<file path="config.mk">
export PLATFORM = sky130hd
export DESIGN_NAME = vga_scan_ctrl
export DESIGN_NICKNAME = d
export VERILOG_FILES = /design/src/rtl/vga_scan_pkg.sv /design/src/rtl/vga_delay_line.sv /design/src/rtl/vga_scan_ctrl.sv
export SDC_FILE = /design/constraint.sdc
export NUM_CORES = 1
export LEC_CHECK = 0
export ABC_AREA = 0
export CORE_ASPECT_RATIO = 0.8
export CORE_MARGIN = 2
export CORE_UTILIZATION = 55
export CTS_BUF_LIST = sky130_fd_sc_hd__clkbuf_4 sky130_fd_sc_hd__clkbuf_8 sky130_fd_sc_hd__clkbuf_16
export CTS_CLUSTER_SIZE = 24
export DETAILED_ROUTE_END_ITERATION = 10
export MAX_ROUTING_LAYER = met4
export PLACE_DENSITY = 0.78
export SYNTH_ARGS = -nofsm -noshare
export SYNTH_HDL_FRONTEND = slang
export SYNTH_HIERARCHICAL = 1
export SYNTH_SLANG_ARGS = --single-unit
</file>
<file path="constraint.sdc">
create_clock -name clk -period 5.7 [get_ports clk]
set_input_delay 1.14 -clock clk [delete_from_list [all_inputs] [get_ports clk]]
set_output_delay 1.14 -clock clk [all_outputs]
set_load 0.03 [all_outputs]
</file>
<file path="src/rtl/vga_scan_pkg.sv">
// Shared definitions for the VGA scan controller: standard mode timings,
// the totals helper and the colour width shared with the display RAM.
package vga_scan_pkg;

    typedef struct packed {
        int h_sync;
        int h_back;
        int h_active;
        int h_front;
        int v_sync;
        int v_back;
        int v_active;
        int v_front;
    } vga_mode_t;

    localparam vga_mode_t MODE_640X480_60 = '{
        h_sync: 96,  h_back: 48, h_active: 640, h_front: 16,
        v_sync: 2,   v_back: 33, v_active: 480, v_front: 10
    };

    localparam vga_mode_t MODE_800X600_60 = '{
        h_sync: 128, h_back: 88, h_active: 800, h_front: 40,
        v_sync: 4,   v_back: 23, v_active: 600, v_front: 1
    };

    // Bits per colour channel; the display RAM stores {R,G,B} at this width.
    localparam int PIX_COLOR_W = 4;

    function automatic int scan_total(input int sync_w, input int back_w,
                                      input int active_w, input int front_w);
        return sync_w + back_w + active_w + front_w;
    endfunction

endpackage

</file>
<file path="src/rtl/vga_delay_line.sv">
// DEPTH x WIDTH shift register with clock enable, used to align the timing
// flags with data returning from the frame RAM.
module vga_delay_line #(
    parameter int DEPTH = 1,
    parameter int WIDTH = 1
) (
    input  logic             clk,
    input  logic             rst,
    input  logic             ce,
    input  logic [WIDTH-1:0] din,
    output logic [WIDTH-1:0] dout
);

    logic [WIDTH-1:0] stage_q [DEPTH];

    always_ff @(posedge clk or posedge rst) begin
        if (rst) begin
            // NOTE: this is a handful of flops rather than a RAM, so every stage
            // is reset; a stale sync/de bit would otherwise reach the pins.
            for (int i = 0; i < DEPTH; i++) begin
                stage_q[i] <= '0;
            end
        end else if (ce) begin
            stage_q[0] <= din;
            for (int i = 1; i < DEPTH; i++) begin
                stage_q[i] <= stage_q[i-1];
            end
        end
    end

    assign dout = stage_q[DEPTH-1];

endmodule

</file>
<file path="src/rtl/vga_scan_ctrl.sv">
// VGA scan controller: x/y timing, scaled framebuffer addressing and
// alignment of sync, data-enable and colour to the frame RAM read latency.
module vga_scan_ctrl
    import vga_scan_pkg::*;
#(
    parameter int H_SYNC      = MODE_640X480_60.h_sync,
    parameter int H_BACK      = MODE_640X480_60.h_back,
    parameter int H_ACTIVE    = MODE_640X480_60.h_active,
    parameter int H_FRONT     = MODE_640X480_60.h_front,
    parameter int V_SYNC      = MODE_640X480_60.v_sync,
    parameter int V_BACK      = MODE_640X480_60.v_back,
    parameter int V_ACTIVE    = MODE_640X480_60.v_active,
    parameter int V_FRONT     = MODE_640X480_60.v_front,
    parameter int HSYNC_POL   = 0,
    parameter int VSYNC_POL   = 0,
    parameter int SCALE_SHIFT = 0,
    parameter int RD_LATENCY  = 1,
    parameter int ADDR_W      = 19,
    parameter int COLOR_W     = PIX_COLOR_W
) (
    input  logic                 clk,
    input  logic                 rst,
    input  logic                 pix_ce,
    output logic                 rd_en,
    output logic [ADDR_W-1:0]    rd_addr,
    input  logic [3*COLOR_W-1:0] rd_data,
    output logic                 hsync,
    output logic                 vsync,
    output logic                 de,
    output logic [COLOR_W-1:0]   vga_r,
    output logic [COLOR_W-1:0]   vga_g,
    output logic [COLOR_W-1:0]   vga_b,
    output logic                 frame_start,
    output logic                 line_start
);

    localparam int H_TOTAL = scan_total(H_SYNC, H_BACK, H_ACTIVE, H_FRONT);
    localparam int V_TOTAL = scan_total(V_SYNC, V_BACK, V_ACTIVE, V_FRONT);
    localparam int XW      = $clog2(H_TOTAL + 1);
    localparam int YW      = $clog2(V_TOTAL + 1);
    localparam int SRC_W   = H_ACTIVE >> SCALE_SHIFT;
    localparam int SRC_H   = V_ACTIVE >> SCALE_SHIFT;
    localparam int BLK     = 1 << SCALE_SHIFT;

    localparam logic [XW-1:0] X_SYNC_END = XW'(H_SYNC);
    localparam logic [XW-1:0] X_START    = XW'(H_SYNC + H_BACK);
    localparam logic [XW-1:0] X_END      = XW'(H_SYNC + H_BACK + H_ACTIVE);
    localparam logic [XW-1:0] X_LAST_ACT = XW'(H_SYNC + H_BACK + H_ACTIVE - 1);
    localparam logic [XW-1:0] X_WRAP     = XW'(H_TOTAL - 1);
    localparam logic [XW-1:0] X_MASK     = XW'(BLK - 1);
    localparam logic [YW-1:0] Y_SYNC_END = YW'(V_SYNC);
    localparam logic [YW-1:0] Y_START    = YW'(V_SYNC + V_BACK);
    localparam logic [YW-1:0] Y_END      = YW'(V_SYNC + V_BACK + V_ACTIVE);
    localparam logic [YW-1:0] Y_WRAP     = YW'(V_TOTAL - 1);
    localparam logic [YW-1:0] Y_MASK     = YW'(BLK - 1);

    localparam logic [ADDR_W-1:0] A_SRC_W = ADDR_W'(SRC_W);
    localparam logic HS_ACTIVE_LVL = (HSYNC_POL != 0);
    localparam logic VS_ACTIVE_LVL = (VSYNC_POL != 0);

    localparam longint FB_WORDS = longint'(SRC_W) * longint'(SRC_H);

    // Illegal parameter sets stop elaboration rather than producing a
    // silently wrong image.
    if (SCALE_SHIFT < 0 || SCALE_SHIFT > 3) begin : g_bad_scale
        $error("vga_scan_ctrl: SCALE_SHIFT must be 0..3");
    end
    if (RD_LATENCY < 1 || RD_LATENCY > 4) begin : g_bad_latency
        $error("vga_scan_ctrl: RD_LATENCY must be 1..4");
    end
    if ((H_ACTIVE % BLK) != 0 || (V_ACTIVE % BLK) != 0) begin : g_bad_divide
        $error("vga_scan_ctrl: active area not divisible by 2**SCALE_SHIFT");
    end
    if (FB_WORDS > (longint'(1) << ADDR_W)) begin : g_bad_addr_w
        $error("vga_scan_ctrl: source image does not fit in ADDR_W");
    end

    // ---------------------------------------------------------------- counters
    logic [XW-1:0] x;
    logic [YW-1:0] y;
    logic          x_wrap;
    logic          y_wrap;

    assign x_wrap = (x == X_WRAP);
    assign y_wrap = (y == Y_WRAP);

    always_ff @(posedge clk or posedge rst) begin
        if (rst) begin
            x <= '0;
            y <= '0;
        end else if (pix_ce) begin
            // NOTE: non-blocking updates so x and y both see pre-edge values.
            if (x_wrap) begin
                x <= '0;
                y <= y_wrap ? '0 : y + YW'(1);
            end else begin
                x <= x + XW'(1);
            end
        end
    end

    logic sync_h;
    logic sync_v;
    logic h_act;
    logic v_act;
    logic active;
    logic at_origin;

    assign sync_h    = (x < X_SYNC_END);
    assign sync_v    = (y < Y_SYNC_END);
    assign h_act     = (x >= X_START) && (x < X_END);
    assign v_act     = (y >= Y_START) && (y < Y_END);
    assign active    = h_act && v_act;
    assign at_origin = (x == '0) && (y == '0);

    // Strobes are qualified by pix_ce so a consumer sees exactly one clock.
    assign frame_start = pix_ce && !rst && at_origin;
    assign line_start  = pix_ce && !rst && (x == '0);

    // ------------------------------------------------------- source addressing
    logic [XW-1:0]     col;
    logic [YW-1:0]     row;
    logic              col_blk_end;
    logic              row_blk_end;
    logic [ADDR_W-1:0] line_base;
    logic [ADDR_W-1:0] ptr;
    logic [ADDR_W-1:0] cur_addr;
    logic [ADDR_W-1:0] next_ptr;
    logic              base_step;

    assign col         = x - X_START;
    assign row         = y - Y_START;
    assign col_blk_end = ((col & X_MASK) == X_MASK);
    assign row_blk_end = ((row & Y_MASK) == Y_MASK);

    always_comb begin
        // NOTE: every output of this block gets a default first, so no path
        // leaves a value unassigned and no latch is inferred.
        cur_addr  = ptr;
        next_ptr  = ptr;
        base_step = 1'b0;
        if (x == X_START) begin
            cur_addr = line_base;
        end
        if (active) begin
            next_ptr  = col_blk_end ? cur_addr + ADDR_W'(1) : cur_addr;
            base_step = (x == X_LAST_ACT) && row_blk_end;
        end
    end

    // Stage 1: read request registered from the counter stage.
    always_ff @(posedge clk or posedge rst) begin
        if (rst) begin
            line_base <= '0;
            ptr       <= '0;
            rd_en     <= 1'b0;
            rd_addr   <= '0;
        end else if (pix_ce) begin
            if (at_origin) begin
                line_base <= '0;
            end else if (base_step) begin
                line_base <= line_base + A_SRC_W;
            end
            ptr   <= next_ptr;
            rd_en <= active;
            if (active) begin
                rd_addr <= cur_addr;
            end
        end
    end

    // ------------------------------------------------------- alignment / pins
    logic sync_h_d;
    logic sync_v_d;
    logic active_d;

    vga_delay_line #(
        .DEPTH (RD_LATENCY + 1),
        .WIDTH (3)
    ) u_align (
        .clk  (clk),
        .rst  (rst),
        .ce   (pix_ce),
        .din  ({sync_h, sync_v, active}),
        .dout ({sync_h_d, sync_v_d, active_d})
    );

    logic [3*COLOR_W-1:0] rgb_q;

    // Output stage lands RD_LATENCY+2 strobes after the counter state, the
    // same strobe in which the RAM data for that pixel is valid.
    always_ff @(posedge clk or posedge rst) begin
        if (rst) begin
            hsync <= ~HS_ACTIVE_LVL;
            vsync <= ~VS_ACTIVE_LVL;
            de    <= 1'b0;
            rgb_q <= '0;
        end else if (pix_ce) begin
            hsync <= ~(sync_h_d ^ HS_ACTIVE_LVL);
            vsync <= ~(sync_v_d ^ VS_ACTIVE_LVL);
            de    <= active_d;
            rgb_q <= active_d ? rd_data : '0;
        end
    end

    assign vga_r = rgb_q[3*COLOR_W-1:2*COLOR_W];
    assign vga_g = rgb_q[2*COLOR_W-1:COLOR_W];
    assign vga_b = rgb_q[COLOR_W-1:0];

endmodule
</file>
; Word level (Yosys, flattened, before mapping)
; Cells that the tools add are included.
[classes]
n_eq_ne = 4
n_bitwise = 2
reduce_logical = 14
n_mux = 7
order_cmp = 6
add_sub_neg = 4
[ops]
columns = operator, n
row1 = two-way mux 19 bit, 3
row2 = == test 10 bit (second input constant), 3
row3 = adder 10 x 1 -> 10 bit (second input constant), 2
row4 = zero test 10 bit, 2
row5 = < comparator 10 bit (second input constant), 2
row6 = two-way mux 10 bit, 2
row7 = adder 19 x 1 -> 19 bit (second input constant), 1
row8 = adder 19 x 10 -> 19 bit (second input constant), 1
row9 = two-way mux 12 bit, 1
row10 = == test 10 x 8 -> 1 bit (second input constant), 1
row11 = >= comparator 10 x 6 -> 1 bit (second input constant), 1
row12 = >= comparator 10 x 8 -> 1 bit (second input constant), 1
row13 = < comparator 10 x 2 -> 1 bit (second input constant), 1
row14 = < comparator 10 x 7 -> 1 bit (second input constant), 1
row15 = logical AND 1 bit, 7
row16 = AND reduction 2 bit, 3
row17 = inverter 1 bit, 2
row18 = nonzero test 2 bit, 1
row19 = zero test 1 bit, 1
row20 = two-way mux 1 bit, 1
[word_totals]
wordCells = 49
output_inout_bits = 37
register_bits = 99

; Logic depth before layout (Yosys ltp)
; Gate-level depths: netlist (run 1).
[logic_depth]
depth_word = 6
ltp_mapped = 10

; By module
; The synthesis (run 1) kept the hierarchy.
[by_module_without_submodules]
columns = module, cells_per_inst, instances, area_each_um2
row1 = vga_scan_ctrl, 485, 1, 4423.0
row2 = vga_delay_line, 17, 1, 277.8

; Worst setup path before layout (run 1)
; Ideal clock, no wire load.
[synth_timing]
path_type = input port to output port
from = input pix_ce
to = output frame_start
slack_ps = 2580
path_stages = 2
path_buffers = 0
arrival_time_ps = 1980
path_cell_list = nand4_1 nor3_1
[synth_via]
elab_chain_len = 2
[synth_lines]
columns = item, line
row1 = "start, declared", vga_scan_ctrl.sv:23  ; input logic pix_ce,
row2 = logical AND 1 bit (2 in a row), vga_scan_ctrl.sv:117  ; assign frame_start = pix_ce && !rst && at_origin;
row3 = "end, declared", vga_scan_ctrl.sv:33  ; output logic frame_start,
; No other way between the ends.

; Final worst setup path (run 1)
; Ends and elaborated chain as after synthesis.

==> results of run 1 <==
==> power by group through the flow <==
stage | sequential [W] | clock (W) | combinational (W)
finish | 0.000715 | 0.000444 | 0.0000994
global route | 0.000720 | 0.000480 | 0.000113
CTS | 0.000715 | 0.000453 | 0.000101
detailed placement | 0.000728 | 0 | 0.0000994
global placement | 0.000726 | 0 | 0.0000963
floorplan | 0.000702 | 0 | 0.000105
==> cells in the mapped netlist (4+ instances only) <==
cell	count	area share, %
dfrtp_1	90	48
nand2_1	76	6.1
nor2_1	43	3.4
o21ai_0	43	4.6
inv_1	27	2.2
a21oi_1	20	2.1
nand3_1	18	1.9
buf_2	15	1.6
a31oi_1	13	1.7
nand4_1	13	1.7
a2bb2oi_1	9	1.7
clkbuf_1	9	0.72
xor2_1	9	1.7
o22ai_1	8	1.1
and2_1	7	0.93
xnor2_1	7	1.3
ha_1	6	1.6
mux2_4	6	1.9
nor3_1	6	0.64
and4_1	5	0.93
buf_4	5	0.80
o21ai_1	4	0.43
o31ai_1	4	0.64
or3_1	4	0.53
==> metrics by stage <==
step | hold WS [ns] | cells | util [%]
detailed placement | 0.416 | 635 | 61.8
CTS | 0.425 | 650 | 64.1
global route | 0.434 | 650 | 64.1
global placement | 0.400 | 635 | 61.8
finish | 0.420 | 650 | 64.1
floorplan | 0.475 | 502 | -
==> worst min path at each step <==
| stage | startpoint | slack (ns) | depth (start not counted) | to |
|---|---|---|---|---|
| final | u_align/dout[1] | 0.42 | 1 | vsync |
| after global routing | u_align/dout[2] | 0.43 | 1 | hsync |
| after CTS | u_align/dout[1] | 0.43 | 1 | vsync |
| after detailed placement | u_align/dout[1] | 0.42 | 1 | vsync |
| after global placement | u_align/dout[1] | 0.40 | 1 | vsync |
| after floorplan | ptr[1] | 0.47 | 2 | ptr[1] |
==> area by class of cell <==
cell class,count,area [um^2]
tap,112,140
multi-input combinational,349,2110
clock inverter,6,73.8
clock buffer,9,124
sequential,92,2300
timing repair buffer,55,541
inverter,27,103
fill,692,3020
==> cell families (layout without fill, tap and decap cells) <==
group                      count (synthesis)  in the layout  synth area share [%]
adders and majority gates                  6              6                  1.60
xor gates and xnor gates                  16             16                  2.98
muxes                                     10             10                  2.79
buffers and inverters                     61             97                  6.17
DFF                                       92             92                  49.0
AOI/OAI and AO/OA                        119            119                  15.9
and+or+nand+nor                          198            198                  21.5
==> per-layer routing <==
layer / share of wire [%] / global-route usage, %
met5: 0 / -
met4: 1.7 / 7.81
met3: 5.2 / 4.36
met2: 45 / 34.7
met1: 48 / 32.5
==> flip-flops by register name, summed over array words and instances, names as in the netlist <==
| signal | cells |
|---|---|
| ptr | 19 |
| rd_addr | 19 |
| line_base | 12 |
| rgb_q | 12 |
| x | 10 |
| y | 10 |
| u_align/dout | 3 |
| u_align/stage_q | 3 |
| de | 1 |
| hsync | 1 |
| rd_en | 1 |
| vsync | 1 |
==> critical path, stage by stage <==
cell	delay, ns
clkdlybuf4s50_1	0.45
buf_4	0.32
nand4_1	0.30
nor3_1	0.21
clkdlybuf4s50_1	0.69
==> out/results.ini, run 1 <==
[power]
swShare_pct = 26.2
power_w = 0.00126
p_comb_share_pct = 7.9
p_sw_w = 0.000329
pwr_density_cell_nw_per_um2 = 233
peakVddDrop_mv = 0.141
pwr-share-seq_pct = 56.9
pwr-share-clk_pct = 35.2
power.internal_w = 0.000929
p_leak_nw = 2.27

[critical_path]
r2r-end = ptr[18]
endpoint = frame_start
worst-endpoint-arrival_ns = 3.11
start_kind = input pin
worstRegToRegCells = 11
required_ns = 4.56
r2r_slack_ns = 2.60
crit_start = pix_ce
path_class = in -> out
crit_fanout = 31
reg2reg_from = x[0]
critPathCaptureType = output port

[route]
vias_per_cell = 5.75
first_pass_iters = 5
num_vias = 3738
drt_iter0_drc = 279
ant_nets = 0
avgRoutedWirePerCell_um = 15.5
drcViolationCount = 0
drt_wl_total_mm = 10.1

[final_layout]
mostFrequentLayoutCells = dfrtp_1, nand2_1, clkdlybuf4s50_1, nor2_1, o21ai_0
drive_gt1_share_pct = 8.18
n_antenna_cell = 0
area_delta_synth_final_pct = 14.7
design_area_um2 = 5390
nets = 555
final_common_cell = dfrtp_1

[sta]
worst_pin_slew_ns = 1.06
fin_crit_ns = 4.25
fmax_mhz = 235
rsz0062_at_grt = no
hold_viol = 0
finalClockSkew_ns = 0.00594
min_period_over_period_pct = 74.6
max_slew_margin_pct = 29.2
drv_slew = 0
worst_slack_ns = 1.45
setup-violations-final = 0
tns_ns = 0

[yosys]
async_reset_ff_share_pct = 100
synth_ff_type = dfrtp_1
synth_area_um2 = 4700
synth_enable_flop_cells = 0
ys_warn_count = 6
syn-instance-count = 502
ys_seq_elements = 92
syn_area_per_cell_um2 = 9.36
synth_fp_nets = 523
ys_seq_area_share_pct = 49.0
synth_cell_types = 58

[cts]
clk_pin_slew_ns = 0.09
cts_resized = 0
post_cts_buffers = 0
postCtsHoldBufs = 0
cts_buffers = 9
root_buffer = clkbuf_8
max-clock-path-buffers = 2
cts_tree = built
clk-insertion-delay-late_ns = 0.36
cts.sinks = 92
htree_num_levels = 3

[place]
hpwl_mm = 6.80
dpl_cell_area_um2 = 5190
port_buffers = 51
gp_congestion = 0.868
dp_slack_ns = 1.42

[global_routing]
overflow = 0
antenna_found_initial = 0
grt_usage_pct = 23.3
grt_pass1_vias = 3489
grt_pass1_wl_mm = 16.8
grt_max_degree = 47

[die]
start_util_pct = 55.9
core-area_um2 = 8410
die_width_um = 107
core.rowCount = 30
dieHeight_um = 86.7
die_area_um2 = 9310
pin_count = 52

[worst_hold_path]
hold_path_class = reg -> reg

[run]
maxCapViolCount = 0

[status]
status = finished, final reports clean

Note: power is estimated with default switching activity, not from simulation.
==> inputs of run 2 (changes only) <==
Clock period 5.7 ns to 4.37 ns, I/O delays scaled along.
==> run 2 against run 1 <==
  * Sequential power grew 30%
  * Largest cell class unchanged
  * Setup slack got worse by 0.33 ns
  * Combinational power increased by 35%
  * Critical path depth unchanged
  * Sequential cell count stayed put
  * Clock power grew 33%
  * Via count grew 1.3%
  * Hold slack improved by 0.012 ns
  * Global-route usage is 0.25 points lower
  * Power rose by 32%
  * Critical path type unchanged
==> out/results.ini, run 2 (synthesis results as in run 1) <==
[status]
status = finished, final reports clean  ; unchanged

[global_routing]
grt_max_degree = 65  ; was 47
grt_pass1_wl_mm = 16.7  ; was 16.8 mm
overflow = 0  ; unchanged
antenna_found_initial = 0  ; unchanged
grt_pass1_vias = 3462  ; was 3489
grt_usage_pct = 23.0  ; was 23.3%

[power]
swShare_pct = 26.4  ; was 26.2%
p_leak_nw = 2.29  ; was 2.27 nW
peakVddDrop_mv = 0.151  ; was 0.141 mV
power.internal_w = 0.00122  ; was 0.000929 W
pwr-share-clk_pct = 35.7  ; was 35.2%
pwr_density_cell_nw_per_um2 = 306  ; was 233 nW/um^2
p_sw_w = 0.000438  ; was 0.000329 W
p_comb_share_pct = 8.1  ; was 7.9%
pwr-share-seq_pct = 56.2  ; was 56.9%

[worst_hold_path]
hold_path_class = reg -> reg  ; unchanged
holdPathStages = 1  ; unchanged
min_from = u_align/dout[1]  ; unchanged
min_to = vsync  ; unchanged

[cts]
postCtsHoldBufs = 0  ; unchanged
root_buffer = clkbuf_8  ; unchanged
max-clock-path-buffers = 2  ; unchanged
post_cts_buffers = 0  ; unchanged
clk-insertion-delay-late_ns = 0.37  ; was 0.36 ns
cts.sinks = 92  ; unchanged
cts_buffers = 9  ; unchanged
clk_pin_slew_ns = 0.09  ; about the same
cts_tree = built  ; unchanged
cts_resized = 0  ; unchanged
htree_num_levels = 3  ; unchanged

[final_layout]
final_common_cell = dfrtp_1  ; unchanged
drive_gt1_share_pct = 9.23  ; was 8.18%
top_regs = ptr (19), rd_addr (19)  ; unchanged
design_area_um2 = 5410  ; was 5390 um^2
area_delta_synth_final_pct = 15.2  ; was 14.7%
fillers = 687  ; was 692
n_antenna_cell = 0  ; unchanged
mostFrequentLayoutCells = dfrtp_1, nand2_1, clkdlybuf4s50_1, nor2_1, o21ai_0  ; unchanged
final_core_util_pct = 64.4  ; was 64.1%
nets = 558  ; was 555

[critical_path]
cpPeakStageDelay_ns = 0.45  ; was 0.69 ns
worstRegToRegCells = 9  ; was 11
required_ns = 3.50  ; was 4.56 ns
path_cells = clkdlybuf4s50_1 -> buf_4 -> nand4_1 -> nor3_1 -> buf_4  ; was clkdlybuf4s50_1 -> buf_4 -> nand4_1 -> nor3_1 -> clkdlybuf4s50_1
crit_family = buffers and inverters  ; unchanged
crit_fanout = 31  ; unchanged
critPathCaptureType = output port  ; unchanged
worst-endpoint-arrival_ns = 2.38  ; was 3.11 ns
cp_common_cell = buf_4  ; was clkdlybuf4s50_1
r2r-end = ptr[14]  ; was ptr[18]
critPathSlowestCell = clkdlybuf4s50_1  ; unchanged
path_buf_inv = 3  ; unchanged
start_kind = input pin  ; unchanged
r2r_slack_ns = 1.56  ; was 2.60 ns
reg2reg_from = x[4]  ; was x[0]
path_class = in -> out  ; unchanged

[route]
avgRoutedWirePerCell_um = 15.2  ; was 15.5 um
drcViolationCount = 0  ; unchanged
first_pass_iters = 7  ; was 5
drt_wl_total_mm = 9.97  ; was 10.1 mm
num_vias = 3786  ; was 3738
vias_per_cell = 5.79  ; was 5.75
drt_iter0_drc = 359  ; was 279
ant_nets = 0  ; unchanged

[place]
port_buffers = 51  ; unchanged
gp_congestion = 0.857  ; was 0.868
hpwl_mm = 6.76  ; was 6.80 mm
dpl_cell_area_um2 = 5210  ; was 5190 um^2
dp_slack_ns = 1.13  ; was 1.42 ns

[run]
maxCapViolCount = 0  ; unchanged

[sta]
fin_crit_ns = 3.25
setup-violations-final = 0  ; unchanged
hold_ws_ns = 0.432  ; was 0.420 ns
finalClockSkew_ns = 0.0152  ; was 0.00594 ns
max_slew_margin_pct = 26.2  ; was 29.2%
worst_slack_ns = 1.12  ; was 1.45 ns
drv_slew = 0  ; unchanged
fmax_mhz = 307
rsz0062_at_grt = no  ; unchanged
tns_ns = 0  ; unchanged
hold_viol = 0  ; unchanged
min_period_over_period_pct = 74.4
worst_pin_slew_ns = 1.11  ; was 1.06 ns

[die]
pin_count = 52  ; unchanged
die_width_um = 107  ; unchanged
core-area_um2 = 8410  ; unchanged
dieHeight_um = 86.7  ; unchanged
core.rowCount = 30  ; unchanged
die_area_um2 = 9310  ; unchanged
start_util_pct = 55.9  ; unchanged

run 2: cell types whose count changed in the layout (fill, tap and decap cells not counted):
cell / before / now
clkdlybuf4s50_1: 51 / 49
buf_4: 4 / 9
clkbuf_4: 0 / 1
inv_6: 1 / 2
inv_8: 1 / 0
run 2: power by group through the flow:
stage          registers [W]  logic, W  clock network, W
2_1_floorplan       0.000916  0.000137                 0
3_3_place_gp        0.000945  0.000129                 0
3_5_place_dp        0.000948  0.000134                 0
4_1_cts             0.000933  0.000134          0.000601
5_1_grt             0.000939  0.000152          0.000629
6_report            0.000933  0.000134          0.000592
run 2: worst max path at each step:
stage,start,end,slack [ns],cells past startpoint
3_5_place_dp,pix_ce,frame_start,1.13,5
4_1_cts,pix_ce,frame_start,1.12,5
6_report,pix_ce,frame_start,1.12,5
2_1_floorplan,rst,de,1.28,1
3_3_place_gp,pix_ce,frame_start,1.16,5
5_1_grt,pix_ce,frame_start,1.02,5
run 2: metal layers:
layer | wire (um) | vias to the layer above | part of all wire, % | GRT usage, %
met5 | 0 | - | 0 | -
met4 | 164 | 0 | 1.6 | 6.99
met3 | 545 | 24 | 5.5 | 4.06
met2 | 4470 | 126 | 45 | 34.6
met1 | 4790 | 1796 | 48 | 32.4
li1 | - | 1840 | - | -
run 2: per-stage QoR:
step,std cells,total power [W]
global placement,638,0.00107
finish,654,0.00166
global route,654,0.00172
CTS,654,0.00167
detailed placement,638,0.00108
floorplan,502,0.00105
run 2: layout make-up:
cell class	count	area, um^2	share of cell area (%)
clock inverter	6	71.3	1.32
sequential	92	2300	42.6
tap	112	140	2.59
inverter	27	103	1.90
clock buffer	10	131	2.43
timing repair buffer	58	558	10.3
multi-input combinational	349	2110	38.9
